[src/rtl/mem_port_arbiter_if.sv]
// Requester-side bus shared by the CPU and I/O ports of mem_port_arbiter.
// master: the requester (CPU memory stage or I/O scanner).
// slave : the arbiter.
interface mem_port_arbiter_if #(
  parameter int ADDR_W = 16,
  parameter int DATA_W = 16
);
  logic              req;
  logic              we;
  logic [ADDR_W-1:0] addr;
  logic [DATA_W-1:0] wdata;
  logic              gnt;
  logic              rvalid;
  logic [DATA_W-1:0] rdata;

  modport master (
    output req, we, addr, wdata,
    input  gnt, rvalid, rdata
  );

  modport slave (
    input  req, we, addr, wdata,
    output gnt, rvalid, rdata
  );
endinterface

[src/rtl/mem_port_arbiter.sv]
// mem_port_arbiter: shares a single-port synchronous RAM between the CPU
// memory stage and the I/O scanner. One access in flight at a time:
//   IDLE -> ISSUE -> IDLE            (write, 2 cycles)
//   IDLE -> ISSUE -> WAIT -> RESP    (read, 4 cycles)
// Default arbitration: fixed CPU priority, with the I/O port forced to win
// once it has lost STARVE_LIMIT consecutive arbitrations.
// Optional: define MEM_ARB_ROUND_ROBIN_EN for alternating priority on ties
// (starvation counter removed, STARVE_LIMIT ignored).
module mem_port_arbiter #(
  parameter int ADDR_W       = 16,
  parameter int DATA_W       = 16,
  parameter int STARVE_LIMIT = 4
) (
  input  logic               clock,
  input  logic               reset,
  mem_port_arbiter_if.slave  cpu,
  mem_port_arbiter_if.slave  io,
  output logic [ADDR_W-1:0]  mem_addr,
  output logic               mem_we,
  output logic [DATA_W-1:0]  mem_wdata,
  input  logic [DATA_W-1:0]  mem_rdata,
  output logic               busy
);

  typedef enum logic [1:0] {
    IDLE  = 2'd0,
    ISSUE = 2'd1,
    WAIT  = 2'd2,
    RESP  = 2'd3
  } state_t;

  typedef enum logic {
    OWN_CPU = 1'b0,
    OWN_IO  = 1'b1
  } owner_t;

  state_t            state;
  state_t            state_next;
  owner_t            owner;
  logic              any_req;
  logic              pick_io;
  logic [DATA_W-1:0] cpu_rdata_q;
  logic [DATA_W-1:0] io_rdata_q;

  assign any_req = cpu.req | io.req;

`ifdef MEM_ARB_ROUND_ROBIN_EN
  // Set when the I/O port took the most recent grant; resets to I/O so the
  // CPU wins the first tie after reset.
  logic last_io;

  // Tie goes to whichever port was not granted last.
  always_comb begin
    pick_io = 1'b0;
    if (cpu.req && io.req) begin
      pick_io = ~last_io;
    end else begin
      pick_io = io.req;
    end
  end

  // Record which port won each IDLE arbitration.
  always_ff @(posedge clock) begin
    if (reset) begin
      last_io <= 1'b1;
    end else if (state == IDLE && any_req) begin
      last_io <= pick_io;
    end
  end
`else
  localparam logic [3:0] LIMIT = 4'(STARVE_LIMIT);

  logic [3:0] starve_cnt;

  // I/O wins when starved, otherwise only when the CPU is not requesting.
  always_comb begin
    pick_io = 1'b0;
    if (io.req && (starve_cnt == LIMIT)) begin
      pick_io = 1'b1;
    end else if (cpu.req) begin
      pick_io = 1'b0;
    end else begin
      pick_io = io.req;
    end
  end

  // Count consecutive I/O losses; only IDLE edges are arbitration points.
  always_ff @(posedge clock) begin
    if (reset) begin
      starve_cnt <= '0;
    end else if (state == IDLE) begin
      if (!io.req || pick_io) begin
        starve_cnt <= '0;
      end else if (cpu.req && starve_cnt != LIMIT) begin
        starve_cnt <= starve_cnt + 4'd1;
      end
    end
  end
`endif

  // State register.
  always_ff @(posedge clock) begin
    if (reset) begin
      state <= IDLE;
    end else begin
      state <= state_next;
    end
  end

  // Next-state and per-port handshake pulses.
  always_comb begin
    state_next = state;
    cpu.gnt    = 1'b0;
    io.gnt     = 1'b0;
    cpu.rvalid = 1'b0;
    io.rvalid  = 1'b0;
    busy       = (state != IDLE);
    case (state)
      IDLE: begin
        if (any_req) begin
          state_next = ISSUE;
        end
      end
      ISSUE: begin
        cpu.gnt    = (owner == OWN_CPU);
        io.gnt     = (owner == OWN_IO);
        state_next = mem_we ? IDLE : WAIT;
      end
      WAIT: begin
        state_next = RESP;
      end
      RESP: begin
        cpu.rvalid = (owner == OWN_CPU);
        io.rvalid  = (owner == OWN_IO);
        state_next = IDLE;
      end
      default: begin
        state_next = IDLE;
      end
    endcase
  end

  // RAM command register, owner latch and per-port read data capture.
  always_ff @(posedge clock) begin
    if (reset) begin
      mem_addr    <= '0;
      mem_we      <= 1'b0;
      mem_wdata   <= '0;
      owner       <= OWN_CPU;
      cpu_rdata_q <= '0;
      io_rdata_q  <= '0;
    end else begin
      case (state)
        IDLE: begin
          if (any_req) begin
            owner     <= pick_io ? OWN_IO : OWN_CPU;
            mem_addr  <= pick_io ? io.addr  : cpu.addr;
            mem_we    <= pick_io ? io.we    : cpu.we;
            mem_wdata <= pick_io ? io.wdata : cpu.wdata;
          end
        end
        ISSUE: begin
          mem_we <= 1'b0;
        end
        WAIT: begin
          if (owner == OWN_CPU) begin
            cpu_rdata_q <= mem_rdata;
          end else begin
            io_rdata_q <= mem_rdata;
          end
        end
        default: begin
          mem_we <= 1'b0;
        end
      endcase
    end
  end

  assign cpu.rdata = cpu_rdata_q;
  assign io.rdata  = io_rdata_q;

endmodule

[src/flat_wrapper.sv]
// flat-port wrapper written by rule: the top's interface ports become plain ports
module mem_port_arbiter_flat 
#(
  parameter int ADDR_W       = 16,
  parameter int DATA_W       = 16,
  parameter int STARVE_LIMIT = 4
)
  (clock, reset, mem_addr, mem_we, mem_wdata, mem_rdata, busy, cpu_req, cpu_we, cpu_addr, cpu_wdata, cpu_gnt, cpu_rvalid, cpu_rdata, io_req, io_we, io_addr, io_wdata, io_gnt, io_rvalid, io_rdata);
  mem_port_arbiter_if #(.ADDR_W(ADDR_W), .DATA_W(DATA_W)) cpu_i ();
  mem_port_arbiter_if #(.ADDR_W(ADDR_W), .DATA_W(DATA_W)) io_i ();
  input  logic clock;
  input  logic reset;
  output logic [ADDR_W-1:0] mem_addr;
  output logic mem_we;
  output logic [DATA_W-1:0] mem_wdata;
  input  logic [DATA_W-1:0] mem_rdata;
  output logic busy;
  input wire logic [$bits(cpu_i.req)-1:0] cpu_req;
  input wire logic [$bits(cpu_i.we)-1:0] cpu_we;
  input wire logic [$bits(cpu_i.addr)-1:0] cpu_addr;
  input wire logic [$bits(cpu_i.wdata)-1:0] cpu_wdata;
  output wire logic [$bits(cpu_i.gnt)-1:0] cpu_gnt;
  output wire logic [$bits(cpu_i.rvalid)-1:0] cpu_rvalid;
  output wire logic [$bits(cpu_i.rdata)-1:0] cpu_rdata;
  input wire logic [$bits(io_i.req)-1:0] io_req;
  input wire logic [$bits(io_i.we)-1:0] io_we;
  input wire logic [$bits(io_i.addr)-1:0] io_addr;
  input wire logic [$bits(io_i.wdata)-1:0] io_wdata;
  output wire logic [$bits(io_i.gnt)-1:0] io_gnt;
  output wire logic [$bits(io_i.rvalid)-1:0] io_rvalid;
  output wire logic [$bits(io_i.rdata)-1:0] io_rdata;
  assign cpu_i.req = cpu_req;
  assign cpu_i.we = cpu_we;
  assign cpu_i.addr = cpu_addr;
  assign cpu_i.wdata = cpu_wdata;
  assign cpu_gnt = cpu_i.gnt;
  assign cpu_rvalid = cpu_i.rvalid;
  assign cpu_rdata = cpu_i.rdata;
  assign io_i.req = io_req;
  assign io_i.we = io_we;
  assign io_i.addr = io_addr;
  assign io_i.wdata = io_wdata;
  assign io_gnt = io_i.gnt;
  assign io_rvalid = io_i.rvalid;
  assign io_rdata = io_i.rdata;
  mem_port_arbiter #(.ADDR_W(ADDR_W), .DATA_W(DATA_W), .STARVE_LIMIT(STARVE_LIMIT)) u_core (.clock(clock), .reset(reset), .cpu(cpu_i), .io(io_i), .mem_addr(mem_addr), .mem_we(mem_we), .mem_wdata(mem_wdata), .mem_rdata(mem_rdata), .busy(busy));
endmodule
[config.mk]
export PLATFORM = sky130hd
export DESIGN_NAME = mem_port_arbiter_flat
export DESIGN_NICKNAME = d
export VERILOG_FILES = /design/src/rtl/mem_port_arbiter_if.sv /design/src/rtl/mem_port_arbiter.sv /design/src/flat_wrapper.sv
export SDC_FILE = /design/constraint.sdc
export NUM_CORES = 1
export LEC_CHECK = 0
export ABC_CLOCK_PERIOD_IN_PS = 3090
export CAP_MARGIN = 20
export CORE_MARGIN = 2
export CORE_UTILIZATION = 45
export DETAILED_ROUTE_END_ITERATION = 10
export PLACE_DENSITY = 0.86
export SETUP_SLACK_MARGIN = 0.3
export SYNTH_ARGS = -nofsm -noshare
export SYNTH_HDL_FRONTEND = slang
export SYNTH_SLANG_ARGS = --single-unit
[constraint.sdc]
create_clock -name clock -period 3.09 [get_ports clock]
set_clock_uncertainty 0.15 [all_clocks]
set_input_delay 0.618 -clock clock [delete_from_list [all_inputs] [get_ports clock]]
set_output_delay 0.618 -clock clock [all_outputs]
set_load 0.01 [all_outputs]
==> results.yml, run 1 <==
floorplan:
  die_h_um: 91.70
  fp.dieW_um: 91.70
  pin_count: 156
  placementRows: 31
  die_area_mm2: 0.008408
  start_util_pct: 47.21
  core_area_mm2: 0.007331
worst_setup_path:
  crit_family: "buffers and inverters"
  critical_path_arrival_ns: 1.88
  end_kind: "output port"
  cpPeakStageDelay_ns: 0.59
  path_cells: "inv_1 > nor3b_1 > clkdlybuf4s50_1"
  required_ns: 2.32
  crit_type: "flip-flop to output port"
  cp_num_buf_inv: 2
  start_kind: "flip-flop"
  crit_path_max_fanout: 10
  crit_path_top_delay_cell: "clkdlybuf4s50_1"
placement:
  dp_hpwl_um: 7127
  numPortBuffers: 155
  place_area_mm2: 0.004887
  gp_congestion: 0.8367
logic_synthesis:
  synthTopCellsByArea: "dfxtp_1 42%, a21oi_1 9.8%, a2111oi_0 9.1%"
  yosys.area_share.simple_pct: 19.41
  synth_compound_area_share_pct: 28.99
  synth_top_area_cell: "dfxtp_1"
  synth_fp_nets: 491
  synthAdderAreaFrac_pct: 0.7231
  avgSynthCellArea_um2: 8.588
  synth_top_family_by_area: "compound AO/OA/AOI/OAI gates"
  synth-seq-cells: 72
  seq_area_frac_synth_pct: 41.65
  synthDistinctLibCells: 40
  synth_area_mm2: 0.003461
  synth_cells: 403
  muxShareOfSynthArea_pct: 0
  synth_top_area_share_pct: 41.65
  yosys_warnings: 0
  synth-xor-area-share_pct: 0
cts:
  cts_buffers: 9
  hold_buffers: 0
  clk_path_buf_depth: 2
  ctsRootBufferMaster: "clkbuf_8"
  htreeDepth: 3
  clkLatencyLatePin_ns: 0.34
  cts_tree: "done"
  clk_pin_slew_ns: 0.09
  clock_sinks: 72
  cts-resized-gates: 0
  cts_setup_buffers: 0
drt:
  drt-total-wl_um: 11000
  dr_total_vias: 3819
  drtAntennaViolNets: 0
  avgViaCountPerCell: 6.091
  drtIter0Drc: 270
  wire_per_inst_um: 17.54
  drc_errors: 0
  first_pass_iters: 7
power_and_ir_drop:
  p_sw_share_pct: 31.13
  p_leak_nw: 1.625
  pwr-share-seq_pct: 45.2
  comb_power_share_pct: 24.0
  internal_power_mw: 1.596
  p_clk_share_pct: 30.8
  power.density_mw_per_mm2: 454.5
  vdd_drop_max_mv: 0.2555
  power_switching_mw: 0.7214
run:
  maxCapViolations: 0
timing:
  fin_crit_ns: 2.645
  whs_ns: 0.3108
  fmaxAchievable_mhz: 378.1
  setup-tns-final_ns: 0
  rsz0062_at_grt: "false"
  period_share_pct: 85.58
  tightest_slew_ns: 0.9394
  slew_viol_final: 0
  hold_violations: 0
  slew_headroom_pct: 37.30
  setup_viol_count_final: 0
cells_and_area:
  nets: 611
  area.growth.synth_to_final_pct: 47.36
  n_antenna_cell: 0
  drive_above_1_share_pct: 6.250
  design_area_mm2: 0.005100
global_route:
  grt_pass1_wl_um: 17460
  grt_pass1_vias: 3528
  antenna_found_initial: 0
  grt_overflow: 0
  grt_max_degree: 70
  grtUsageTotal_pct: 25.41
outcome:
  status: "completed"
min_path:
  min-delay-path-class: "flip-flop to flip-flop"
[power by group through the flow]
stage	logic (mW)	clock network, mW	registers (mW)
2_1_floorplan	0.239	0	1.08
3_3_place_gp	0.534	0	1.06
3_5_place_dp	0.545	0	1.06
4_1_cts	0.548	0.721	1.05
5_1_grt	0.593	0.768	1.06
6_report	0.556	0.714	1.05
[cells in the mapped netlist (all sizes together)]
library cell	instances
dfxtp	72
nand2	69
a21oi	68
a2111oi	64
nor4	32
buf	28
clkbuf	26
inv	6
nor2	5
nand3	3
nand4	3
nor3b	3
a31oi	2
and3b	2
ha	2
nand3b	2
nand4b	2
nor2b	2
o2111ai	2
o211ai	2
and2	1
and3	1
and4b	1
nor3	1
o21a	1
o21ai	1
or2	1
or3b	1
[worst min-delay path: stages (launching register included)]
cell and delay, ns:
dfxtp_1 0.32, nand2_1 0.05, a21oi_1 0.05
[final timing paths]
kind / start / to / slack, ns / cells past startpoint
max reg2reg: flip-flop / u_core.mem_addr[13]$_SDFFE_PP0P_ / 0.94 / 5
max: u_core.state[0]$_SDFFE_PP0P_ / io_gnt / 0.45 / 3
min reg2reg: u_core.io.rdata[5]$_SDFFE_PP0P_ / u_core.io.rdata[5]$_SDFFE_PP0P_ / 0.31 / 2
min: u_core.io.rdata[5]$_SDFFE_PP0P_ / u_core.io.rdata[5]$_SDFFE_PP0P_ / 0.31 / 2
[final cells by class]
type / count / area [µm²]
flip-flops and latches: 72 / 1441
multi-input cells: 271 / 1700
well taps: 99 / 123.9
repair buffers: 163 / 1627
fillers: 563 / 2231
clock buffers: 9 / 123.9
clock inverters: 7 / 61.31
inverters: 6 / 22.52
[cell families (layout without fill, tap and decap cells)]
| family | count (synthesis) | after routing |
|---|---|---|
| AO/OA/AOI/OAI | 140 | 140 |
| AND/OR/NAND/NOR | 129 | 129 |
| flip-flops | 72 | 72 |
| buffers and inverters | 60 | 185 |
| adder cells (fa/ha/maj) | 2 | 2 |
[sequential cells by signal, indices dropped and copies added (netlist names), named ones only]
register	cells
u_core.cpu.rdata	16
u_core.mem_wdata	16
u_core.state	1
u_core.io.rdata	16
u_core.mem_addr	16
u_core.starve_cnt	4
u_core.mem_we	1
u_core.owner	1
[per-layer routing]
layer | wire (µm) | GRT usage, % | vias to the layer above
met2 | 5179 | 40.93 | 217
met1 | 4529 | 33.49 | 1797
met3 | 1115 | 6.574 | 20
met5 | 0 | 0 | -
li1 | - | - | 1785
met4 | 173 | 7.960 | 0
[through the flow]
| step | std cells | utilization [%] | worst slack [ns] | total power [mW] |
|---|---|---|---|---|
| global route | 627 | 69.57 | 0.3701 | 2.416 |
| global placement | 610 | 66.67 | 0.4346 | 1.599 |
| detailed placement | 610 | 66.67 | 0.3155 | 1.610 |
| CTS | 626 | 69.19 | 0.4158 | 2.315 |
| finish | 627 | 69.57 | 0.4455 | 2.318 |
| floorplan | 403 | - | 1.272 | 1.321 |
[cell usage in the layout, fill, tap and decap left out, drive strengths merged]
cell,instances
or3b,1
nor3,1
a21oi,68
o211ai,2
buf,9
dfxtp,72
a31oi,2
nand3b,2
nand3,3
nor4,32
nand4,3
o21ai,1
and3,1
clkinvlp,2
inv,11
or2,1
and2,1
ha,2
a2111oi,64
o2111ai,2
o21a,1
nand2,69
nor2,5
and4b,1
nor3b,3
clkdlybuf4s50,154
clkbuf,9
and3b,2
nor2b,2
nand4b,2
(Power assumes the default switching activity.)
==> inputs of run 2 (changes only) <==
ABC_AREA = 1   (was unset)
CORE_UTILIZATION = 44   (was 45)
PLACE_DENSITY = 0.85   (was 0.86)
==> run 2 against run 1 <==
  * Power grew 2.4%
  * Cell area grew 0.20%
  * Worst hold slack worse by 0.015 ns
  * Sequential share of layout area decreased by 0.055 points
  * Critical path depth stayed put
  * Die area decreased by 2.1%
  * Register-to-register slack gained 0.08 ns
==> results.yml, run 2 <==
worst_setup_path:
  crit_family: "buffers and inverters"
  cpPeakStageDelay_ns: 0.59
  cp-endpoint: "cpu_rvalid"
  rr_worst_depth: 4
  crit_cells: 3
  crit_path_top_delay_cell: "clkdlybuf4s50_1"
  r2r-end: "u_core.cpu.rdata[12]$_SDFFE_PP0P_"
  timing.rr.start: "u_core.state[0]$_SDFFE_PP0P_"
  required_ns: 2.32
  path_cells: "inv_1 > nor3_1 > clkdlybuf4s50_1"
  start_kind: "flip-flop"
  cp_num_buf_inv: 2
  crit_type: "flip-flop to output port"
  end_kind: "output port"
  critical_path_arrival_ns: 1.65
  r2r_setup_slack_ns: 1.02
  crit_path_max_fanout: 5
cts:
  clock_sinks: 72
  ctsRootBufferMaster: "clkbuf_8"
  clkLatencyLatePin_ns: 0.34
  clk_pin_slew_ns: 0.08
  cts-resized-gates: 0
  cts_setup_buffers: 0
  hold_buffers: 0
  clk_path_buf_depth: 2
  cts_buffers: 9
  htreeDepth: 3
  cts_tree: "done"
logic_synthesis:
  synth_cells: 481
  synth-seq-cells: 72
  yosys_warnings: 0
  avgSynthCellArea_um2: 6.883
  yosysMostFrequentCell: "inv_1"
  async_reset_ff_share_pct: 0
  synth_top_area_share_pct: 43.54
  ys_top_cells_by_count: "107 x inv_1, 103 x nand3_1, 72 x dfxtp_1"
  seq_area_frac_synth_pct: 43.54
  synth-edff-count: 0
  synth_top_area_cell: "dfxtp_1"
  synth_fp_nets: 569
  synth_area_mm2: 0.003311
  synthDistinctLibCells: 19
  synthTopCellsByArea: "dfxtp_1 44%, nand3_1 16%, inv_1 12%"
  synth_ff_type: "dfxtp_1"
power_and_ir_drop:
  vdd_drop_max_mv: 0.2873
  total_power_mw: 2.374
  power.density_mw_per_mm2: 464.5
  p_leak_nw: 2.158
cells_and_area:
  area.growth.synth_to_final_pct: 54.35
  drive_above_1_share_pct: 4.618
  final_cells: 727
  final_cell_mix: "155 x clkdlybuf4s50_1, 107 x inv_1, 103 x nand3_1"
  nets: 711
  n_antenna_cell: 0
  layout_commonest_cell: "clkdlybuf4s50_1"
timing:
  slew_headroom_pct: 33.05
  tightest_slew_ns: 1.001
  whs_ns: 0.2954
  slew_viol_final: 0
  fmaxAchievable_mhz: 413.7
  setup-tns-final_ns: 0
  fin_crit_ns: 2.417
  setup_viol_count_final: 0
  fin_ws_ns: 0.6728
  period_share_pct: 78.23
  hold_violations: 0
  rsz0062_at_grt: "false"
global_route:
  grt_max_degree: 36
  grt_pass1_vias: 3413
  antenna_found_initial: 0
  grt_overflow: 0
  grt_pass1_wl_um: 15700
  grtUsageTotal_pct: 23.32
drt:
  avgViaCountPerCell: 4.935
  first_pass_iters: 5
  wire_per_inst_um: 13.16
  drtIter0Drc: 236
  dr_total_vias: 3588
  drc_errors: 0
  drt-total-wl_um: 9565
  drtAntennaViolNets: 0
floorplan:
  core_area_mm2: 0.007253
  die_h_um: 90.74
  die_area_mm2: 0.008234
  start_util_pct: 45.64
  placementRows: 31
  fp.dieW_um: 90.74
  pin_count: 156
min_path:
  min-delay-path-class: "flip-flop to flip-flop"
outcome:
  status: "completed"
placement:
  numPortBuffers: 155
  pre_cts_ws_ns: 0.7378
  placedCellCount: 711
  dp_hpwl_um: 6817
  gp_congestion: 0.8161
run:
  maxCapViolations: 0
## run 2: worst min path at each step
stage | from | to | depth (start not counted)
after floorplan | u_core.cpu.rdata[10]$_SDFFE_PP0P_ | u_core.cpu.rdata[10]$_SDFFE_PP0P_ | 2
after global placement | u_core.io.rdata[8]$_SDFFE_PP0P_ | u_core.io.rdata[8]$_SDFFE_PP0P_ | 2
after detailed placement | u_core.cpu.rdata[2]$_SDFFE_PP0P_ | u_core.cpu.rdata[2]$_SDFFE_PP0P_ | 2
after CTS | u_core.cpu.rdata[3]$_SDFFE_PP0P_ | u_core.cpu.rdata[3]$_SDFFE_PP0P_ | 2
after global routing | u_core.cpu.rdata[3]$_SDFFE_PP0P_ | u_core.cpu.rdata[3]$_SDFFE_PP0P_ | 2
final | u_core.cpu.rdata[3]$_SDFFE_PP0P_ | u_core.cpu.rdata[3]$_SDFFE_PP0P_ | 2
## run 2: routing by layer
| layer | vias up | track usage, % | share of wire, % |
|---|---|---|---|
| li1 | 1813 | - | - |
| met1 | 1633 | 27.66 | 41 |
| met2 | 130 | 42.16 | 52 |
| met3 | 12 | 4.257 | 5.8 |
| met4 | 0 | 7.821 | 1.5 |
| met5 | - | 0 | 0 |
## run 2: worst register-to-register path: cells and delay by family, from the launching register on
kind / cells / cell delay (ns)
AND/OR/NAND/NOR: 1 / 0.72
buffers and inverters: 1 / 0.16
AO/OA/AOI/OAI: 2 / 0.56
flip-flops: 1 / 0.35
## run 2: kinds of logic after synthesis
logic type / count (synthesis) / synth area share [%]
simple gates: 160 / 22.56
buf+inv: 141 / 16.55
compound gates: 104 / 16.06
flops: 72 / 43.54
xor+xnor: 2 / 0.5292
fa+ha+maj: 2 / 0.7557
## run 2: cell type report
cell class / instances / area (µm²)
Tap cell: 99 / 123.9
Inverter: 109 / 409.1
Clock inverter: 7 / 78.83
Clock buffer: 9 / 123.9
Timing Repair Buffer: 163 / 1612
Sequential cell: 72 / 1441
Fill cell: 574 / 2143
Multi-Input combinational cell: 268 / 1321
## run 2: per-stage QoR
stage	util, %	area [µm²]
floorplan	-	3311
global placement	67.66	4907
detailed placement	67.66	4907
CTS	70.45	5110
global route	70.45	5110
finish	70.45	5110
## run 2: power breakdown
group	total [mW]	internal, mW	switching [mW]
logic	0.568	0.302	0.266
registers	1.04	1.00	0.0426
clock network	0.761	0.381	0.380
==> inputs of run 3 (changes only) <==
ABC_CLOCK_PERIOD_IN_PS = 2400   (was 3090)
CORE_UTILIZATION = 41   (was 44)
PLACE_DENSITY = 0.8   (was 0.85)
clock period = 2.4 ns   (was 3.09 ns; I/O delays follow)
==> run 3 against run 2 <==
  * Non-clock buffer count is 4 higher
  * Worst setup slack worse by 0.25 ns
  * Flip-flop and latch count stayed put
  * Via count is 0.17% higher
  * Sequential power is 30% higher
  * Combinational power is 29% higher
  * Die area is 7.0% higher
  * Sequential share of layout area is 0.30 points lower
  * Power is 32% higher
  * Routed wire length is 1.3% lower
  * Critical path depth stayed put
  * Register-to-register slack worse by 0.32 ns
  * Largest cell class unchanged
  * Largest power group unchanged
==> results.yml, run 3 (synthesis gave the netlist of run 2 again) <==
drt:
  drt-total-wl_um: 9444
  wire_per_inst_um: 12.87
  drc_errors: 0
  avgViaCountPerCell: 4.896
  highest_layer: "met4"
  met3WireLength_um: 581
  routedLengthMet1_um: 3775
  drtAntennaViolNets: 0
  wl_met2_um: 4821
  first_pass_iters: 4
  dr_total_vias: 3594
  drtIter0Drc: 147
outcome:
  status: "completed"
global_route:
  grt_max_degree: 36
  antenna_found_initial: 0
  grt_pass1_vias: 3429
  grt_overflow: 0
  grt_pass1_wl_um: 15420
  grtUsageTotal_pct: 22.09
power_and_ir_drop:
  internal_power_mw: 2.270
  p_clk_share_pct: 33.3
  p_sw_share_pct: 27.34
  p_leak_nw: 2.196
  comb_power_share_pct: 23.5
  power.density_mw_per_mm2: 604.2
  power_switching_mw: 0.8541
  pwr-share-seq_pct: 43.1
  vdd_drop_max_mv: 0.3551
  total_power_mw: 3.124
floorplan:
  core_area_mm2: 0.007767
  die_area_mm2: 0.008810
  fp.dieW_um: 93.86
  die_h_um: 93.86
  pin_count: 156
  placementRows: 32
  start_util_pct: 42.62
cts:
  htreeDepth: 3
  clk_path_buf_depth: 2
  clk_pin_slew_ns: 0.08
  clock_sinks: 72
  cts_buffers: 9
  clkLatencyLatePin_ns: 0.34
  ctsRootBufferMaster: "clkbuf_8"
  cts_tree: "done"
cells_and_area:
  drive_above_1_share_pct: 5.380
  fillers: 689
  layout_commonest_cell: "clkdlybuf4s50_1"
  design_area_mm2: 0.005170
  nets: 715
  area.growth.synth_to_final_pct: 56.16
  n_antenna_cell: 0
  finalCoreUtilization_pct: 66.56
  final_cell_mix: "150 x clkdlybuf4s50_1, 107 x inv_1, 103 x nand3_1"
placement:
  dp_hpwl_um: 7002
  numPortBuffers: 155
  gp_congestion: 0.7765
  place_area_mm2: 0.004954
timing:
  slew_viol_final: 0
  rsz0062_at_grt: "false"
  setup-tns-final_ns: 0
  fmaxAchievable_mhz: 505.3
  fin_crit_ns: 1.979
  hold_violations: 0
  period_share_pct: 82.46
  setup_viol_count_final: 0
  slew_headroom_pct: 63.91
  tightest_slew_ns: 0.5406
run:
  maxCapViolations: 0
worst_setup_path:
  required_ns: 1.77
  timing.rr.start: "u_core.starve_cnt[0]$_SDFFE_PP0P_"
  crit_path_max_fanout: 5
  rr_worst_depth: 8
  cp_num_buf_inv: 2
  crit_type: "flip-flop to output port"
  r2r-end: "u_core.starve_cnt[0]$_SDFFE_PP0P_"
  crit_family: "flip-flops"
  start_kind: "flip-flop"
  critical_path_arrival_ns: 1.35
  end_kind: "output port"
  path_cells: "inv_1 > nor3_1 > clkdlybuf4s15_1"
  r2r_setup_slack_ns: 0.70
  crit_path_top_delay_cell: "dfxtp_1"
  cpPeakStageDelay_ns: 0.42
min_path:
  whs_path_depth: 2
  min_from: "u_core.io.rdata[1]$_SDFFE_PP0P_"
  min-delay-path-class: "flip-flop to flip-flop"
  hold_end: "u_core.io.rdata[1]$_SDFFE_PP0P_"
==> run 3: worst max path at each step <==
stage	startpoint	end	slack [ns]	cells after the start
3_5_place_dp	io_req	u_core.mem_wdata[10]$_SDFFE_PP0P_	0.26	6
3_3_place_gp	io_req	u_core.owner$_SDFFE_PP0P_	0.35	6
4_1_cts	u_core.owner$_SDFFE_PP0P_	io_rvalid	0.37	3
5_1_grt	u_core.owner$_SDFFE_PP0P_	io_rvalid	0.31	3
2_1_floorplan	io_req	u_core.mem_addr[0]$_SDFFE_PP0P_	0.80	6
6_report	u_core.owner$_SDFFE_PP0P_	io_rvalid	0.42	3
==> run 3: power by group through the flow <==
stage	logic (mW)	registers [mW]	clock network, mW
after floorplan	0.304	1.41	0
after global placement	0.727	1.37	0
after detailed placement	0.742	1.37	0
after CTS	0.741	1.35	1.06
after global routing	0.809	1.36	1.11
final	0.735	1.35	1.04
==> run 3: worst min-delay path, stage by stage, from the launching register on <==
cell and delay (ns):
dfxtp_1 0.31, inv_1 0.04, a21oi_1 0.05
==> run 3: stage by stage <==
stage | setup slack (ns) | hold slack (ns) | cells
detailed placement | 0.2553 | 0.2834 | 718
global route | 0.3110 | 0.3124 | 734
CTS | 0.3744 | 0.2959 | 734
floorplan | 0.8042 | 0.3177 | 481
global placement | 0.3489 | 0.2809 | 718
finish | 0.4209 | 0.2938 | 734
==> run 3: final cells by class <==
class                   count  area (µm²)  share of cell area, %
clock inverters             7       96.34                  1.864
multi-input cells         268        1321                  25.56
well taps                 102       127.6                  2.469
clock buffers               9       123.9                  2.396
repair buffers            167        1649                  31.90
inverters                 109       409.1                  7.914
flip-flops and latches     72        1443                  27.90
==> run 3: what timing repair did <==
item                                    4_1_cts  5_1_grt
setup buffers                                 0        0
endpoints found under the setup margin        5        1
hold buffers                                  0        0
gates resized for setup                       6        1
pin swaps                                     0        0
==> run 3: metal layers <==
layer | GRT usage, % | up-vias
met5 | 0 | -
met1 | 25.43 | 1634
met4 | 11.23 | 0
met3 | 4.414 | 18
met2 | 38.63 | 121
li1 | - | 1821
